--- config.mk ---
export PLATFORM = sky130hd
export DESIGN_NAME = spectrum_agc_ctrl
export DESIGN_NICKNAME = d
export VERILOG_FILES = /design/src/rtl/spectrum_agc_ctrl_pkg.sv /design/src/rtl/agc_msb_encode.sv /design/src/rtl/spectrum_agc_ctrl.sv
export SDC_FILE = /design/constraint.sdc
export NUM_CORES = 1
export LEC_CHECK = 0
export ABC_AREA = 1
export CAP_MARGIN = 20
export CELL_PAD_IN_SITES_DETAIL_PLACEMENT = 2
export CELL_PAD_IN_SITES_GLOBAL_PLACEMENT = 2
export CORE_MARGIN = 2
export CORE_UTILIZATION = 32
export CTS_CLUSTER_SIZE = 8
export DETAILED_ROUTE_END_ITERATION = 8
export PLACE_DENSITY_LB_ADDON = 0.1
export SLEW_MARGIN = 40
export SYNTH_ARGS = -nofsm -noshare
export SYNTH_HDL_FRONTEND = slang
export SYNTH_HIERARCHICAL = 1
export SYNTH_SLANG_ARGS = --single-unit
--- constraint.sdc ---
create_clock -name clk -period 11.05 [get_ports clk]
set_clock_uncertainty 0.2 [all_clocks]
set_input_delay 3.315 -clock clk [delete_from_list [all_inputs] [get_ports clk]]
set_output_delay 3.315 -clock clk [all_outputs]
set_load 0.05 [all_outputs]
--- src/rtl/spectrum_agc_ctrl_pkg.sv ---
// Shared types and helpers for the spectrum-path automatic gain controller.
// Holds the controller state encoding, the internal shift width and the leading-one search.
package spectrum_agc_ctrl_pkg;

    localparam int COEFF_W = 6;

    typedef enum logic [1:0] {
        IDLE   = 2'd0,
        ACCUM  = 2'd1,
        CALC   = 2'd2,
        DECIDE = 2'd3
    } agc_state_e;

    // Index of the highest set bit; an all-zero word reports position 0.
    function automatic logic [4:0] msb_pos(input logic [31:0] val);
        logic [4:0] pos;
        pos = '0;
        for (int i = 0; i < 32; i++) begin
            if (val[i]) pos = i[4:0];
        end
        return pos;
    endfunction

endpackage

--- src/rtl/agc_msb_encode.sv ---
// Registered 32-bit leading-one priority encoder.
// One cycle latency; free-running, no flow control.
module agc_msb_encode
    import spectrum_agc_ctrl_pkg::*;
(
    input  logic        clk,
    input  logic        rst,
    input  logic [31:0] val_i,
    output logic [4:0]  msb_o
);

    logic [4:0] msb_q;

    always_ff @(posedge clk or posedge rst) begin
        if (rst) msb_q <= '0;
        else     msb_q <= msb_pos(val_i);
    end

    assign msb_o = msb_q;

endmodule

--- src/rtl/spectrum_agc_ctrl.sv ---
// Per-frame peak tracker driving the gain-stage bit-select shift (fast attack, held decay).
// Peak is reported one cycle after the last sample; a new shift appears three cycles after it.
module spectrum_agc_ctrl
    import spectrum_agc_ctrl_pkg::*;
#(
    parameter int BITWIDTH    = 7,
    parameter int FFT_POINT   = 512,
    parameter int HEADROOM    = 1,
    parameter int HOLD_FRAMES = 8,
    parameter int COEFF_MAX   = 16
) (
    input  logic                  clk,
    input  logic                  rst,
    input  logic                  en_sync_in,
    input  logic [BITWIDTH+1:0]   cnt_sync_in,
    input  logic [31:0]           para_in0,
    input  logic                  agc_en,
    input  logic [15:0]           manual_coeff,
    output logic [15:0]           scaled_coeff,
    output logic                  coeff_update,
    output logic [31:0]           frame_peak,
    output logic                  peak_valid
);

    localparam int                 CNT_W    = BITWIDTH + 2;
    localparam logic [CNT_W-1:0]   CNT_LAST = CNT_W'(FFT_POINT - 1);
    localparam logic [COEFF_W-1:0] TARGET   = COEFF_W'(15 - HEADROOM);
    localparam logic [COEFF_W-1:0] CMAX     = COEFF_W'(COEFF_MAX);
    localparam logic [7:0]         HOLD_LIM = 8'(HOLD_FRAMES);

    agc_state_e         state_q, state_d;
    logic               frame_act_q, frame_act_d;
    logic [31:0]        acc_q, acc_d;
    logic [31:0]        frame_peak_q, frame_peak_d;
    logic               peak_vld_q, peak_vld_d;
    logic [COEFF_W-1:0] cand_q, cand_d;
    logic [COEFF_W-1:0] coeff_q, coeff_d;
    logic               coeff_upd_q, coeff_upd_d;
    logic [7:0]         hold_q, hold_d;
    logic               frame_done;
    logic [31:0]        sample_max;
    logic [4:0]         msb;
    logic [COEFF_W-1:0] msb_ext;
    logic [7:0]         hold_inc;

    assign sample_max = (para_in0 > acc_q) ? para_in0 : acc_q;

    // Capture path runs independently of CALC/DECIDE so back-to-back frames lose nothing.
    always_comb begin
        acc_d        = acc_q;
        frame_act_d  = frame_act_q;
        frame_peak_d = frame_peak_q;
        peak_vld_d   = 1'b0;
        frame_done   = 1'b0;
        if (en_sync_in) begin
            if (cnt_sync_in == '0) begin
                acc_d       = para_in0;
                frame_act_d = 1'b1;
            end else if (frame_act_q) begin
                acc_d = sample_max;
                if (cnt_sync_in == CNT_LAST) begin
                    frame_peak_d = sample_max;
                    peak_vld_d   = 1'b1;
                    frame_act_d  = 1'b0;
                    frame_done   = 1'b1;
                end
            end
        end
    end

    // Encoder sees the peak as it is written, so its result is ready during CALC.
    agc_msb_encode u_msb_encode (
        .clk   (clk),
        .rst   (rst),
        .val_i (frame_peak_d),
        .msb_o (msb)
    );

    assign msb_ext  = {1'b0, msb};
    assign hold_inc = hold_q + 8'd1;

    always_comb begin
        state_d = state_q;
        cand_d  = cand_q;
        coeff_d = coeff_q;
        hold_d  = hold_q;
        case (state_q)
            IDLE, ACCUM: begin
                if (frame_done)       state_d = CALC;
                else if (frame_act_d) state_d = ACCUM;
                else                  state_d = IDLE;
            end
            CALC: begin
                cand_d = (msb_ext > TARGET) ? (msb_ext - TARGET) : '0;
                if (cand_d > CMAX) cand_d = CMAX;
                state_d = DECIDE;
            end
            DECIDE: begin
                if (agc_en) begin
                    if (cand_q > coeff_q) begin
                        coeff_d = cand_q;
                        hold_d  = '0;
                    end else if (cand_q == coeff_q) begin
                        hold_d = '0;
                    end else if (hold_inc >= HOLD_LIM) begin
                        coeff_d = cand_q;
                        hold_d  = '0;
                    end else begin
                        hold_d = hold_inc;
                    end
                end
                state_d = frame_act_d ? ACCUM : IDLE;
            end
            default: state_d = IDLE;
        endcase
        if (!agc_en) begin
            coeff_d = (manual_coeff > 16'(COEFF_MAX)) ? CMAX : manual_coeff[COEFF_W-1:0];
            hold_d  = '0;
        end
    end

    assign coeff_upd_d = (coeff_d != coeff_q);

    always_ff @(posedge clk or posedge rst) begin
        if (rst) begin
            state_q      <= IDLE;
            frame_act_q  <= 1'b0;
            acc_q        <= '0;
            frame_peak_q <= '0;
            peak_vld_q   <= 1'b0;
            cand_q       <= '0;
            coeff_q      <= '0;
            coeff_upd_q  <= 1'b0;
            hold_q       <= '0;
        end else begin
            state_q      <= state_d;
            frame_act_q  <= frame_act_d;
            acc_q        <= acc_d;
            frame_peak_q <= frame_peak_d;
            peak_vld_q   <= peak_vld_d;
            cand_q       <= cand_d;
            coeff_q      <= coeff_d;
            coeff_upd_q  <= coeff_upd_d;
            hold_q       <= hold_d;
        end
    end

    assign scaled_coeff = {{(16-COEFF_W){1'b0}}, coeff_q};
    assign coeff_update = coeff_upd_q;
    assign frame_peak   = frame_peak_q;
    assign peak_valid   = peak_vld_q;

endmodule

==> out/metrics.yaml <==
cts.clk_slew.worst_paths_ps: 70
maxCapViolations: 0
mostFrequentLayoutCell: "nand2_1"
max_freq_mhz: 128
synth_top_area_share_pct: 37.9
yosysSeqAreaShare_pct: 37.9
synth_adder_area_share_pct: 8.07
synth-compound-area-share_pct: 7.49
yosys-top-cells-area: "dfrtp_1, nand2_1, nand3_1"
finalCritPeriodShare_pct: 70.7
wl_met1_um: 9400
path_buf_inv: 2
netlist_instances: 899
routed_via_density: 4.96
cts.path.max_buffers: 2
postSynthAreaPerCell_um2: 6.89
slew_headroom_pct: 46.5
reg2reg_from: "acc_q[15]"
wl_per_cell_um: 16.7
area_growth_pct: 24.6
hold_path_startpoint: "state_q[1]"
finalCriticalPeriod_ps: 7810
critPathTopFamily: "simple AND/OR/NAND/NOR gates"
setup_viol: 0
cts-root-buf: "clkbuf_16"
antenna_found_initial: 0
finalHoldViolCount: 0
cts_tree: "yes"
grtUsageTotal_pct: 21.3
hold_buffers: 0
dpl_worst_slack_ps: 2920
p_switching_uw: 520
timing.rr.end: "u_msb_encode/msb_o[0]"
peakVddDrop_mv: 0.0852
grt_pass1_wl_um: 34200
drive_gt1_share_pct: 4.16
post_cts_resized: 0
diodes: 0
combPwrFrac_pct: 37.6
power_density_mw_per_mm2: 173
routed_wirelength_um: 20800
start_util_pct: 32.9
post_cts_buffers: 0
gp_congestion: 0.784
critical_path_required_ps: 11100
dieArea_mm2: 0.0205
routed-wl-met2_um: 10600
dr.pass1.iters: 4
cp_slowest_cell: "nand2_2"
nFillCells: 2268
hp-class: "reg -> reg"
worstSetupPathType: "in -> reg"
worst_setup_path_start_kind: "input pin"
nets: 1083
drtAntennaViolNets: 0
clkSinkCount: 94
io_pins: 111
seq_power_share_pct: 34.8
dieWidth_um: 143
core_area_mm2: 0.0188
clk_latency_ps: 360
switching_share_pct: 39.0
synth_top_family_by_area: "simple AND/OR/NAND/NOR gates"
grt_max_degree: 65
vias: 6174
critical_path.most_common_cell: "nand2_1"
ys_types: 35
p_leak_uw: 0.00397
max_stage_delay_ps: 530
place_hpwl_um: 15000
whs_endpoint: "state_q[1]"
p_int_uw: 815
synth-seq-cells: 94
status: "complete, no violations"
yosysTopAreaCell: "dfrtp_1"
rr_worst_depth: 42
regToRegSetupSlack_ps: 6310
end_kind: "flip-flop"
setup_slack_ps: 3240
crit_fanout: 33
holdPathStages: 1
drt_iter0_drc: 186
pwr-share-clk_pct: 27.5
top_layer: "met4"
synth_simple_gate_area_share_pct: 36.0
final-max-slew-violation-count: 0
syn_area_mm2: 0.00620
path_depth: 42
setup_tns_ps: 0
htreeDepth: 3
worstMarginPinSlew_ps: 800
yosys_warnings: 6
grt_pass1_vias: 6620
cts_buffers: 9
overflow: 0
route.met3.wl_um: 610
die_h_um: 143
synthXorXnorAreaFrac_pct: 0
final_cell_mix: "nand2_1, nor2_1, nand3_1"
rsz0062_at_grt: "false"
drc: 0
num_rows: 50
synth_mux_area_share_pct: 0
numPortBuffers: 100
arrival_ps: 7860
cell families (layout without fill, tap and decap cells):
kind of cell             count (synthesis)  in the layout
AO/OA/AOI/OAI                           81             81
buffers and inverters                  153            231
adder cells (fa/ha/maj)                 40             40
flip-flops                              94             94
other                                    1             10
AND/OR/NAND/NOR                        530            530
stage by stage:
stage               util (%)  hold slack (ps)  area [µm²]  instances  power (µW)
floorplan                  -              250        6230        908         822
global placement        39.2              265        7380       1231         962
detailed placement      39.2              274        7390       1231         978
CTS                     41.0              314        7720       1246        1360
global route            41.0              331        7730       1246        1450
finish                  41.0              307        7730       1246        1330
cell usage after synthesis (all sizes together):
library cell  instances
o211ai                1
nor3                  4
bufinv                1
a31oi                32
o21a                  1
o2111ai               1
o22ai                 1
nand3b                1
conb                  1
clkbuf               20
or2                   3
ha                   40
inv                 108
and3                  1
nor3b                 1
nand2               251
a211o                 1
nor4                  6
nor2                139
nand3               117
nand4                 7
o21bai                2
o21ai                19
dfrtp                94
buf                  23
a21oi                23
clkinv                1
worst max-delay path by stage:
stage	start	endpoint	slack, ps
floorplan	para_in0[31]	u_msb_encode/msb_o[0]	4680
global placement	para_in0[31]	u_msb_encode/msb_o[0]	2980
detailed placement	para_in0[25]	u_msb_encode/msb_o[0]	2920
CTS	para_in0[25]	u_msb_encode/msb_o[0]	3200
global route	para_in0[25]	u_msb_encode/msb_o[0]	2560
finish	para_in0[25]	u_msb_encode/msb_o[0]	3240
state kept, by name (all words and copies together) (netlist names):
| signal | count |
|---|---|
| acc_q | 32 |
| frame_peak | 32 |
| hold_q | 8 |
| cand_q | 6 |
| coeff_q | 6 |
| u_msb_encode/msb_o | 5 |
| state_q | 2 |
| coeff_update | 1 |
| frame_act_q | 1 |
| peak_valid | 1 |
routing by layer:
| metal | GRT usage [%] | up-vias |
|---|---|---|
| li1 | - | 3026 |
| met1 | 26.2 | 3050 |
| met2 | 39.2 | 82 |
| met3 | 2.55 | 16 |
| met4 | 5.37 | 0 |
| met5 | 0 | - |
area by class of cell:
cell class | instances | area [µm²] | area share, %
Tap cell | 260 | 325 | 4.21
Clock buffer | 11 | 243 | 3.14
Inverter | 110 | 430 | 5.57
Sequential cell | 94 | 2350 | 30.4
Timing Repair Buffer | 106 | 1050 | 13.5
Multi-Input combinational cell | 661 | 3230 | 41.9
Clock inverter | 4 | 95.1 | 1.23
power groups by stage:
| stage | clock [µW] | sequential, µW | combinational (µW) |
|---|---|---|---|
| after floorplan | 0 | 463 | 359 |
| after global placement | 0 | 469 | 493 |
| after detailed placement | 0 | 470 | 508 |
| after CTS | 379 | 465 | 514 |
| after global routing | 388 | 474 | 591 |
| final | 368 | 465 | 502 |
(Power assumes the default switching activity.)
